--- src/rtl/serial_cra_addsub_pkg.sv ---
// Shared definitions for the bit-serial carry-ripple adder/subtractor.
package serial_cra_addsub_pkg;

    typedef enum logic [1:0] {
        ST_IDLE = 2'd0,
        ST_RUN  = 2'd1,
        ST_DONE = 2'd2
    } state_t;

    localparam logic OP_ADD = 1'b0;
    localparam logic OP_SUB = 1'b1;

endpackage

--- src/rtl/serial_fa_cell.sv ---
// Combinational 1-bit full adder used as the single serial datapath cell.
module serial_fa_cell (
    input  logic a,
    input  logic b,
    input  logic cin,
    output logic s,
    output logic cout
);

    assign s    = a ^ b ^ cin;
    assign cout = (a & b) | (a & cin) | (b & cin);

endmodule

--- src/rtl/serial_cra_addsub.sv ---
// Bit-serial add/subtract: one full-adder cell, LSB first, carry flop closes the ripple loop.
module serial_cra_addsub #(
    parameter int WIDTH = 16
) (
    input  logic             clk,
    input  logic             rst_n,
    input  logic             in_valid,
    output logic             in_ready,
    input  logic [WIDTH-1:0] a,
    input  logic [WIDTH-1:0] b,
    input  logic             sub,
    output logic             out_valid,
    input  logic             out_ready,
    output logic [WIDTH-1:0] sum,
    output logic             cout,
    output logic             overflow
);

    import serial_cra_addsub_pkg::*;

    localparam int CNT_W = (WIDTH > 1) ? $clog2(WIDTH) : 1;
    localparam logic [CNT_W-1:0] CNT_LAST   = CNT_W'(WIDTH - 1);
    localparam logic [CNT_W-1:0] CNT_MSB_IN = CNT_W'(WIDTH - 2);

    state_t           r_state;
    state_t           w_state_nxt;
    logic [WIDTH-1:0] r_opa;
    logic [WIDTH-1:0] r_opb;
    logic [WIDTH-1:0] r_sum;
    logic [CNT_W-1:0] r_cnt;
    logic             r_carry;
    logic             r_cin_msb;
    logic             r_cout;
    logic             r_ovf;
    logic             w_accept;
    logic             w_s;
    logic             w_c;

    serial_fa_cell u_fa (
        .a    (r_opa[0]),
        .b    (r_opb[0]),
        .cin  (r_carry),
        .s    (w_s),
        .cout (w_c)
    );

    always_comb begin
        w_state_nxt = r_state;
        in_ready    = 1'b0;
        out_valid   = 1'b0;
        case (r_state)
            ST_IDLE: begin
                in_ready = 1'b1;
                if (in_valid) w_state_nxt = ST_RUN;
            end
            ST_RUN: begin
                if (r_cnt == CNT_LAST) w_state_nxt = ST_DONE;
            end
            ST_DONE: begin
                out_valid = 1'b1;
                if (out_ready) w_state_nxt = ST_IDLE;
            end
            default: w_state_nxt = ST_IDLE;
        endcase
    end

    assign w_accept = in_valid & in_ready;

    always_ff @(posedge clk or negedge rst_n) begin
        if (!rst_n) begin
            r_state   <= ST_IDLE;
            r_opa     <= '0;
            r_opb     <= '0;
            r_sum     <= '0;
            r_cnt     <= '0;
            r_carry   <= 1'b0;
            r_cin_msb <= 1'b0;
            r_cout    <= 1'b0;
            r_ovf     <= 1'b0;
        end else begin
            r_state <= w_state_nxt;
            if (w_accept) begin
                // Subtract = A + ~B + 1: invert B here and preload the carry.
                r_opa   <= a;
                r_opb   <= (sub == OP_ADD) ? b : ~b;
                r_carry <= (sub == OP_SUB);
                r_cnt   <= '0;
            end else if (r_state == ST_RUN) begin
                r_opa   <= {1'b0, r_opa[WIDTH-1:1]};
                r_opb   <= {1'b0, r_opb[WIDTH-1:1]};
                r_sum   <= {w_s, r_sum[WIDTH-1:1]};
                r_carry <= w_c;
                if (r_cnt == CNT_MSB_IN) r_cin_msb <= w_c;
                if (r_cnt == CNT_LAST) begin
                    r_cout <= w_c;
                    r_ovf  <= r_cin_msb ^ w_c;
                end else begin
                    r_cnt <= r_cnt + 1'b1;
                end
            end
        end
    end

    assign sum      = r_sum;
    assign cout     = r_cout;
    assign overflow = r_ovf;

endmodule

--- config.mk ---
export PLATFORM = sky130hd
export DESIGN_NAME = serial_cra_addsub
export DESIGN_NICKNAME = d
export VERILOG_FILES = /design/src/rtl/serial_cra_addsub_pkg.sv /design/src/rtl/serial_fa_cell.sv /design/src/rtl/serial_cra_addsub.sv
export SDC_FILE = /design/constraint.sdc
export NUM_CORES = 1
export LEC_CHECK = 0
export ABC_AREA = 0
export BUFFER_PORTS_ARGS = -buffer_cell sky130_fd_sc_hd__buf_2
export CORE_UTILIZATION = 54
export DETAILED_ROUTE_END_ITERATION = 8
export HOLD_SLACK_MARGIN = 0.12
export PLACE_DENSITY_LB_ADDON = 0.3
export SLEW_MARGIN = 30
export SYNTH_ARGS = -nofsm -noshare
export SYNTH_HDL_FRONTEND = slang
export SYNTH_SLANG_ARGS = --single-unit
--- constraint.sdc ---
create_clock -name clk -period 1.67 [get_ports clk]
set_input_delay 0.167 -clock clk [delete_from_list [all_inputs] [get_ports clk]]
set_output_delay 0.167 -clock clk [all_outputs]
set_load 0.01 [all_outputs]
==> impl_metrics.xml, run 1 <==
<?xml version="1.0" encoding="UTF-8"?>
<metrics>
  <group name="power">
    <metric name="power.density" unit="nW/um2">1697</metric>
    <metric name="p_switching" unit="mW">2.139</metric>
    <metric name="seq_power_share" unit="%">42.2</metric>
    <metric name="ir_drop" unit="uV">1124</metric>
    <metric name="power_leakage" unit="nW">1.771</metric>
    <metric name="clkPwrFrac" unit="%">21.2</metric>
    <metric name="comb_power_share" unit="%">36.7</metric>
    <metric name="p_int" unit="mW">3.639</metric>
    <metric name="power_switching_share" unit="%">37.02</metric>
  </group>
  <group name="final_layout">
    <metric name="area_growth_syn_to_layout" unit="%">27.33</metric>
    <metric name="multiInputGateArea" unit="um2">1105</metric>
    <metric name="insertedDiodeCount" unit="">0</metric>
    <metric name="mostFrequentLayoutCells" unit="">sky130_fd_sc_hd__nand2_1, sky130_fd_sc_hd__dfrtp_1, sky130_fd_sc_hd__buf_2</metric>
    <metric name="final.fill_count" unit="">390</metric>
    <metric name="final_nets" unit="">404</metric>
    <metric name="layout_commonest_cell" unit="">sky130_fd_sc_hd__nand2_1</metric>
    <metric name="ff_latch_area" unit="um2">1451</metric>
    <metric name="layout-drive-gt1-share" unit="%">22.01</metric>
  </group>
  <group name="floorplanning">
    <metric name="die_height" unit="um">72.37</metric>
    <metric name="ios" unit="">57</metric>
    <metric name="initial_core_util" unit="%">56.24</metric>
    <metric name="die-area" unit="um2">5237</metric>
    <metric name="number_of_rows_created_at_floorplan" unit="">25</metric>
    <metric name="die_x" unit="um">72.37</metric>
    <metric name="fp.coreArea" unit="um2">4755</metric>
  </group>
  <group name="timing">
    <metric name="timing.clock.skew" unit="ns">0.009671</metric>
    <metric name="timing.slew.headroom" unit="%">58.06</metric>
    <metric name="timing.final.crit_share" unit="%">90.10</metric>
    <metric name="fmaxAchievable" unit="MHz">664.6</metric>
    <metric name="setup_violations" unit="">0</metric>
    <metric name="whs" unit="ns">0.1388</metric>
    <metric name="rsz_0062_raised_after_global_routing" unit="">no</metric>
    <metric name="final_sum_of_negative_setup_slack" unit="ns">0</metric>
    <metric name="finalMaxSlewViolations" unit="">0</metric>
    <metric name="worst_slew_pin_slew" unit="ns">0.6287</metric>
    <metric name="finalWorstPathRequiredPeriod" unit="ns">1.505</metric>
    <metric name="hold_viol" unit="">0</metric>
  </group>
  <group name="clock_network">
    <metric name="cts_inserted_buffers" unit="">9</metric>
    <metric name="htree_num_levels" unit="">3</metric>
    <metric name="tritoncts" unit="">built</metric>
    <metric name="cts_max_path_buffers" unit="">2</metric>
    <metric name="clk_pin_slew_worst_paths" unit="ns">0.07</metric>
    <metric name="cts-root-buf" unit="">sky130_fd_sc_hd__clkbuf_8</metric>
    <metric name="clock_insertion_delay_worst_skew" unit="ns">0.33</metric>
    <metric name="cts_num_sinks" unit="">58</metric>
  </group>
  <group name="synth">
    <metric name="synth_mux_area_share" unit="%">2.012</metric>
    <metric name="main_combinational_cell_family_by_area_after_synthesis" unit="">simple AND/OR/NAND/NOR gates</metric>
    <metric name="netlist_area" unit="um2">2674</metric>
    <metric name="synth_xor_xnor_area_share" unit="%">5.569</metric>
    <metric name="cell_type_contributing_the_most_total_cell_area_after_synthesis" unit="">sky130_fd_sc_hd__dfrtp_1</metric>
    <metric name="post_synth_inst_count" unit="">287</metric>
    <metric name="syn_avg_cell_area" unit="um2">9.316</metric>
    <metric name="postSynthRegisterBits" unit="">58</metric>
    <metric name="yosys.area_share.simple" unit="%">22.51</metric>
    <metric name="synth.lib_cells_used.distinct" unit="">33</metric>
    <metric name="synth.net_count" unit="">327</metric>
    <metric name="synth_compound_area_share" unit="%">9.125</metric>
    <metric name="synth_top_cell_area_share" unit="%">54.28</metric>
    <metric name="seq_area_frac_synth" unit="%">54.28</metric>
    <metric name="ys.warnings.count" unit="">0</metric>
    <metric name="synth_adder_area_share" unit="%">1.685</metric>
    <metric name="netlist_top_cells_area" unit="">sky130_fd_sc_hd__dfrtp_1, sky130_fd_sc_hd__nand2_1, sky130_fd_sc_hd__xor2_1, sky130_fd_sc_hd__a22oi_1, sky130_fd_sc_hd__a31oi_1</metric>
  </group>
  <group name="worst_setup_path">
    <metric name="flop_to_flop_setup_slack" unit="ns">0.17</metric>
    <metric name="startpoint" unit="">r_state[0]$_DFFE_PN0P_</metric>
    <metric name="reg2reg_start" unit="">r_state[0]$_DFFE_PN0P_</metric>
    <metric name="crit_path_max_fanout" unit="">36</metric>
    <metric name="r2r_end" unit="">r_opb[1]$_DFFE_PN0P_</metric>
    <metric name="critical-path-max-stage-delay" unit="ns">0.39</metric>
    <metric name="crit_path_top_delay_cell" unit="">sky130_fd_sc_hd__dfrtp_1</metric>
    <metric name="timing.critical_path.from_type" unit="">flop</metric>
    <metric name="critical_path.endpoint" unit="">r_opb[1]$_DFFE_PN0P_</metric>
    <metric name="worstPathArrival" unit="ns">1.69</metric>
    <metric name="critical_path.cell_chain" unit="">buf_4 -&gt; or3b_1 -&gt; buf_4 -&gt; nor2_1 -&gt; a31oi_1</metric>
    <metric name="worstSetupPathType" unit="">flop to flop</metric>
    <metric name="critPathCaptureType" unit="">flop</metric>
    <metric name="critical_path.most_common_cell" unit="">sky130_fd_sc_hd__buf_4</metric>
    <metric name="timing.critical_path.required" unit="ns">1.85</metric>
    <metric name="worstRegToRegCells" unit="">5</metric>
  </group>
  <group name="routing">
    <metric name="routedWlPerCell" unit="um">12.37</metric>
    <metric name="avgViaCountPerCell" unit="">5.023</metric>
    <metric name="detailedRoute.firstIterationViolations" unit="">156</metric>
    <metric name="routed_wl" unit="um">5383</metric>
    <metric name="ant_nets" unit="">0</metric>
    <metric name="1st_pass_router_iterations" unit="">4</metric>
    <metric name="remaining_drc_errors" unit="">0</metric>
    <metric name="dr_total_vias" unit="">2185</metric>
  </group>
  <group name="global_route">
    <metric name="antenna_found_initial" unit="">0</metric>
    <metric name="grtUsageTotal" unit="%">23.43</metric>
    <metric name="grt_overflow" unit="">0</metric>
    <metric name="grt_pass1_vias" unit="">2061</metric>
    <metric name="maximum_number_of_pins_on_one_net_before_global_route_repair" unit="">59</metric>
    <metric name="grt_pass1_wl" unit="um">9080</metric>
  </group>
  <group name="place">
    <metric name="globalplace.congestion" unit="">0.7626</metric>
    <metric name="io_buffers" unit="">56</metric>
    <metric name="detailed_place_hpwl" unit="um">3317</metric>
  </group>
  <group name="worst_hold_path">
    <metric name="hold_path_class" unit="">input port to flop</metric>
  </group>
  <group name="flow_run">
    <metric name="timing.max_cap.violations" unit="">0</metric>
  </group>
  <group name="outcome">
    <metric name="status" unit="">finished, final reports clean</metric>
  </group>
</metrics>
through the flow:
| stage | setup slack (ns) | utilization (%) | instance area (um2) | std cells | total power [mW] |
|---|---|---|---|---|---|
| after global routing | 0.01468 | 71.61 | 3405 | 435 | 6.262 |
| after floorplan | 0.2661 | - | 2674 | 287 | 3.900 |
| after CTS | 0.1661 | 71.61 | 3405 | 435 | 5.828 |
| final | 0.1654 | 71.61 | 3405 | 435 | 5.778 |
| after detailed placement | 0.1789 | 63.29 | 3009 | 399 | 4.547 |
| after global placement | 0.1858 | 63.21 | 3005 | 399 | 4.439 |
per-layer routing:
metal,GRT usage (%),up-vias,share of wire (%)
met5,0,-,0
met4,15.90,0,1.5
met3,6.528,8,4.4
met2,35.93,69,47
met1,28.93,1015,47
li1,-,1093,-
cells by family (layout without fill, tap and decap cells):
logic type | count (synthesis) | count (layout)
adder cells (fa/ha/maj) | 3 | 3
buffers and inverters | 21 | 102
AO/OA/AOI/OAI | 36 | 36
multiplexers | 5 | 5
AND/OR/NAND/NOR | 147 | 147
flip-flops | 58 | 58
XOR/XNOR | 17 | 17
Yosys cell counts:
cell type,number
sky130_fd_sc_hd__nand4_2,1
sky130_fd_sc_hd__clkbuf_1,1
sky130_fd_sc_hd__buf_6,3
sky130_fd_sc_hd__or3b_1,1
sky130_fd_sc_hd__nand4_1,1
sky130_fd_sc_hd__o21ai_0,1
sky130_fd_sc_hd__inv_1,3
sky130_fd_sc_hd__buf_4,3
sky130_fd_sc_hd__mux2i_1,2
sky130_fd_sc_hd__nor2b_1,1
sky130_fd_sc_hd__o21a_1,1
sky130_fd_sc_hd__nand2_2,1
sky130_fd_sc_hd__a21oi_1,1
sky130_fd_sc_hd__nor4_1,1
sky130_fd_sc_hd__o21ai_1,1
sky130_fd_sc_hd__nor3_1,2
sky130_fd_sc_hd__ha_1,2
sky130_fd_sc_hd__nand2_1,115
sky130_fd_sc_hd__dfrtp_1,58
sky130_fd_sc_hd__nor2_1,16
sky130_fd_sc_hd__mux2_1,3
sky130_fd_sc_hd__and4_1,1
sky130_fd_sc_hd__xor2_1,16
sky130_fd_sc_hd__nand3_1,4
sky130_fd_sc_hd__clkbuf_4,1
sky130_fd_sc_hd__nor3b_2,1
sky130_fd_sc_hd__nand2b_1,2
sky130_fd_sc_hd__fa_1,1
sky130_fd_sc_hd__xnor2_1,1
sky130_fd_sc_hd__a22oi_1,16
sky130_fd_sc_hd__o21bai_1,1
sky130_fd_sc_hd__buf_2,10
sky130_fd_sc_hd__a31oi_1,15
critical path: cells and delay by family (launching register included):
family / cells / cell delay, ns
buf+inv: 2 / 0.41
flops: 1 / 0.39
compound gates: 1 / 0.05
simple gates: 2 / 0.51
worst min-delay path by stage:
stage,from,end,slack (ns),cells past startpoint
finish,b[5],r_opb[5]$_DFFE_PN0P_,0.14,4
CTS,b[5],r_opb[5]$_DFFE_PN0P_,0.12,4
floorplan,rst_n,cout$_DFFE_PN0P_,-0.13,0
detailed placement,rst_n,sum[12]$_DFFE_PN0P_,0.19,2
global route,b[14],r_opb[14]$_DFFE_PN0P_,0.14,4
global placement,rst_n,sum[12]$_DFFE_PN0P_,0.19,2
cell type report:
type / count / share of cell area [%]
clock buffers: 12 / 4.263
well taps: 67 / 2.462
inverters: 3 / 0.3308
flip-flops and latches: 58 / 42.63
repair buffers: 84 / 16.69
multi-input cells: 208 / 32.45
clock inverters: 3 / 1.176
sequential cells by signal, summed over array words and instances, names as in the netlist:
signal and count:
overflow 1, r_cin_msb 1, r_carry 1, sum 16, r_cnt 4, cout 1, r_opb 16, r_opa 16
r_state 2
power by group through the flow:
stage	clock (mW)	sequential, mW	combinational, mW
3_3_place_gp	0	2.42	2.02
2_1_floorplan	0	2.44	1.46
5_1_grt	1.33	2.51	2.43
4_1_cts	1.26	2.43	2.15
6_report	1.22	2.44	2.12
3_5_place_dp	0	2.44	2.11
repair_timing:
action                    in CTS  in global routing
hold buffers                  21                  0
gates resized for setup        0                  0
buffers inserted               0                  0
hold endpoints to repair      78                  0
(Power assumes the default switching activity.)
==> run 2: changes to the inputs <==
--- a/config.mk
+++ b/config.mk
@@ -5,7 +5,7 @@
 export SDC_FILE = /design/constraint.sdc
 export NUM_CORES = 1
 export LEC_CHECK = 0
-export ABC_AREA = 0
+export ABC_AREA = 1
 export BUFFER_PORTS_ARGS = -buffer_cell sky130_fd_sc_hd__buf_2
 export CORE_UTILIZATION = 54
 export DETAILED_ROUTE_END_ITERATION = 8
==> run 2 against run 1 <==
  * Worst hold slack improved by 0.00086 ns
  * Register-to-register slack improved by 0.11 ns
  * Via count increased by 2.7%
  * Synthesized cell count increased by 11%
  * Critical path depth increased by 2
  * Die area increased by 2.8%
  * Global-route usage decreased by 1.5 points
  * First-iteration DRC count decreased by 13%
  * Count of clock-buffer cells in the layout decreased by 1
  * Worst setup slack improved by 0.11 ns
  * Clock power increased by 7%
  * Critical path type unchanged
  * Critical endpoint is now r_cnt[3]$_DFFE_PN0P_
  * Largest cell class unchanged
==> impl_metrics.xml, run 2 <==
<?xml version="1.0" encoding="UTF-8"?>
<metrics>
  <group name="worst_setup_path">
    <metric name="timing.critical_path.required" unit="ns">1.88</metric>
    <metric name="critPathCaptureType" unit="">flop</metric>
    <metric name="worstSetupPathType" unit="">flop to flop</metric>
    <metric name="worstPathArrival" unit="ns">1.60</metric>
    <metric name="timing.critical_path.from_type" unit="">flop</metric>
    <metric name="crit_path_max_fanout" unit="">13</metric>
  </group>
  <group name="floorplanning">
    <metric name="die_x" unit="um">73.37</metric>
    <metric name="fp.coreArea" unit="um2">4817</metric>
    <metric name="die-area" unit="um2">5382</metric>
    <metric name="initial_core_util" unit="%">57.09</metric>
    <metric name="ios" unit="">57</metric>
    <metric name="number_of_rows_created_at_floorplan" unit="">25</metric>
    <metric name="die_height" unit="um">73.37</metric>
  </group>
  <group name="final_layout">
    <metric name="insertedDiodeCount" unit="">0</metric>
    <metric name="multiInputGateArea" unit="um2">1104</metric>
    <metric name="area_growth_syn_to_layout" unit="%">24.89</metric>
    <metric name="layout-drive-gt1-share" unit="%">21.25</metric>
    <metric name="final_nets" unit="">435</metric>
    <metric name="mostFrequentLayoutCells" unit="">sky130_fd_sc_hd__nand2_1, sky130_fd_sc_hd__dfrtp_1, sky130_fd_sc_hd__buf_2</metric>
    <metric name="ff_latch_area" unit="um2">1451</metric>
    <metric name="layout_commonest_cell" unit="">sky130_fd_sc_hd__nand2_1</metric>
    <metric name="final.fill_count" unit="">378</metric>
  </group>
  <group name="power">
    <metric name="totalPowerFinal" unit="mW">6.322</metric>
    <metric name="ir_drop" unit="uV">869.3</metric>
    <metric name="power_leakage" unit="nW">1.831</metric>
    <metric name="power.density" unit="nW/um2">1841</metric>
  </group>
  <group name="synth">
    <metric name="synthMostInstantiatedCell" unit="">sky130_fd_sc_hd__nand2_1</metric>
    <metric name="postSynthRegisterBits" unit="">58</metric>
    <metric name="cell_type_contributing_the_most_total_cell_area_after_synthesis" unit="">sky130_fd_sc_hd__dfrtp_1</metric>
    <metric name="netlist_top_cells_area" unit="">sky130_fd_sc_hd__dfrtp_1, sky130_fd_sc_hd__nand2_1, sky130_fd_sc_hd__xor2_1, sky130_fd_sc_hd__o21ai_0, sky130_fd_sc_hd__nand3_1</metric>
    <metric name="synth_edf_count" unit="">0</metric>
    <metric name="netlist_area" unit="um2">2750</metric>
    <metric name="synth_commonest_cells" unit="">sky130_fd_sc_hd__nand2_1, sky130_fd_sc_hd__dfrtp_1, sky130_fd_sc_hd__o21ai_0</metric>
    <metric name="ys.warnings.count" unit="">0</metric>
    <metric name="post_synth_inst_count" unit="">320</metric>
    <metric name="seq_area_frac_synth" unit="%">52.78</metric>
    <metric name="synth.net_count" unit="">360</metric>
    <metric name="syn_avg_cell_area" unit="um2">8.594</metric>
    <metric name="synth_top_cell_area_share" unit="%">52.78</metric>
    <metric name="primary_flip_flop_cell_chosen_by_synthesis_mapping" unit="">sky130_fd_sc_hd__dfrtp_1</metric>
    <metric name="async_reset_ff_share" unit="%">100.0</metric>
    <metric name="synth.lib_cells_used.distinct" unit="">26</metric>
  </group>
  <group name="outcome">
    <metric name="status" unit="">finished, final reports clean</metric>
  </group>
  <group name="routing">
    <metric name="dr_total_vias" unit="">2245</metric>
    <metric name="detailedRoute.firstIterationViolations" unit="">135</metric>
    <metric name="1st_pass_router_iterations" unit="">4</metric>
    <metric name="routed_wl" unit="um">5372</metric>
    <metric name="ant_nets" unit="">0</metric>
    <metric name="avgViaCountPerCell" unit="">4.807</metric>
    <metric name="routedWlPerCell" unit="um">11.50</metric>
    <metric name="remaining_drc_errors" unit="">0</metric>
  </group>
  <group name="timing">
    <metric name="timing.clock.skew" unit="ns">0.004645</metric>
    <metric name="worst_slew_pin_slew" unit="ns">0.4550</metric>
    <metric name="finalWorstPathRequiredPeriod" unit="ns">1.395</metric>
    <metric name="setup_violations" unit="">0</metric>
    <metric name="timing.slew.headroom" unit="%">69.67</metric>
    <metric name="final_sum_of_negative_setup_slack" unit="ns">0</metric>
    <metric name="hold_viol" unit="">0</metric>
    <metric name="fmaxAchievable" unit="MHz">716.7</metric>
    <metric name="crit_path_setup_slack_layout" unit="ns">0.2747</metric>
    <metric name="rsz_0062_raised_after_global_routing" unit="">no</metric>
    <metric name="finalMaxSlewViolations" unit="">0</metric>
    <metric name="timing.final.crit_share" unit="%">83.55</metric>
  </group>
  <group name="clock_network">
    <metric name="post_cts_resize_count" unit="">0</metric>
    <metric name="tritoncts" unit="">built</metric>
    <metric name="clock_insertion_delay_worst_skew" unit="ns">0.32</metric>
    <metric name="cts_inserted_buffers" unit="">9</metric>
    <metric name="htree_num_levels" unit="">3</metric>
    <metric name="cts-root-buf" unit="">sky130_fd_sc_hd__clkbuf_8</metric>
    <metric name="clk_pin_slew_worst_paths" unit="ns">0.06</metric>
    <metric name="cts_num_sinks" unit="">58</metric>
    <metric name="cts_max_path_buffers" unit="">2</metric>
    <metric name="post_cts.repair.setup_buffers" unit="">0</metric>
  </group>
  <group name="global_route">
    <metric name="antenna_found_initial" unit="">0</metric>
    <metric name="grtUsageTotal" unit="%">21.96</metric>
    <metric name="grt_overflow" unit="">0</metric>
    <metric name="maximum_number_of_pins_on_one_net_before_global_route_repair" unit="">42</metric>
    <metric name="grt_pass1_wl" unit="um">8880</metric>
    <metric name="grt_pass1_vias" unit="">2125</metric>
  </group>
  <group name="flow_run">
    <metric name="timing.max_cap.violations" unit="">0</metric>
  </group>
  <group name="place">
    <metric name="detailed_place_hpwl" unit="um">3368</metric>
    <metric name="dp_worst_setup_slack" unit="ns">0.2942</metric>
    <metric name="globalplace.congestion" unit="">0.8299</metric>
    <metric name="io_buffers" unit="">56</metric>
  </group>
  <group name="worst_hold_path">
    <metric name="hold_path_class" unit="">input port to flop</metric>
  </group>
</metrics>
## run 2: changes by cell type in the layout (fill, tap and decap cells not counted), sizes merged, moves of 14 or more
cell and delta:
nand3 +15, inv +14, a31oi -15, a22oi -16
nand2 +29, o21ai +32
## run 2: repair_timing
item                                    4_1_cts  5_1_grt
endpoints found under the setup margin        0        0
hold buffers                                 18        0
endpoints found under the hold margin        34        0
## run 2: metrics by stage
stage / area (um2) / hold WS, ns / std cells / util [%]
4_1_cts: 3435 / 0.1247 / 467 / 71.30
3_5_place_dp: 3050 / 0.1373 / 433 / 63.32
2_1_floorplan: 2750 / -0.1286 / 320 / -
6_report: 3435 / 0.1397 / 467 / 71.30
5_1_grt: 3435 / 0.1720 / 467 / 71.30
3_3_place_gp: 3050 / 0.1351 / 433 / 63.32
## run 2: cell type report
cell class	count	area share [%]
clock inverters	5	1.530
clock buffers	11	4.408
flip-flops and latches	58	42.26
repair buffers	79	15.23
multi-input cells	230	32.13
well taps	67	2.441
inverters	17	2.004
## run 2: power by group
part | leakage [nW] | switching (mW) | total [mW] | internal, mW
logic | 0.997 | 1.52 | 2.53 | 1.01
registers | 0.729 | 0.423 | 2.50 | 2.08
clock network | 0.105 | 0.534 | 1.30 | 0.762
## run 2: metal layers
metal | track usage, % | wire [um]
met5 | 0 | 0
met1 | 28.22 | 2548
met3 | 5.213 | 181
met4 | 10.04 | 40
met2 | 35.39 | 2602
## run 2: cells by family after synthesis
kind of cell / after synthesis / synth area share, %
fa+ha+maj: 3 / 1.638
flops: 58 / 52.78
buf+inv: 32 / 7.097
compound gates: 36 / 6.688
xor+xnor: 17 / 5.414
simple gates: 174 / 26.39
## run 2: worst paths after layout
| kind | start | to | slack [ns] | depth (start not counted) |
|---|---|---|---|---|
| setup / recovery | r_state[0]$_DFFE_PN0P_ | r_cnt[3]$_DFFE_PN0P_ | 0.27 | 7 |
| hold / removal | b[15] | r_opb[15]$_DFFE_PN0P_ | 0.14 | 3 |
| setup reg to reg | r_state[0]$_DFFE_PN0P_ | r_cnt[3]$_DFFE_PN0P_ | 0.27 | 7 |
| hold reg to reg | sum[0]$_DFFE_PN0P_ | sum[0]$_DFFE_PN0P_ | 0.48 | 2 |
| max in group asynchronous | rst_n | r_opa[3]$_DFFE_PN0P_ | 0.79 | 3 |
| min in group asynchronous | rst_n | r_state[1]$_DFFE_PN0P_ | 0.33 | 2 |
## run 2: worst max-delay path, stage by stage (launching register included)
cell and delay (ns):
sky130_fd_sc_hd__dfrtp_1 0.44, sky130_fd_sc_hd__inv_2 0.06, sky130_fd_sc_hd__nor2_4 0.33, sky130_fd_sc_hd__nand2_1 0.18, sky130_fd_sc_hd__nand2_2 0.12, sky130_fd_sc_hd__inv_1 0.06, sky130_fd_sc_hd__nand2_1 0.05, sky130_fd_sc_hd__nand2_1 0.05
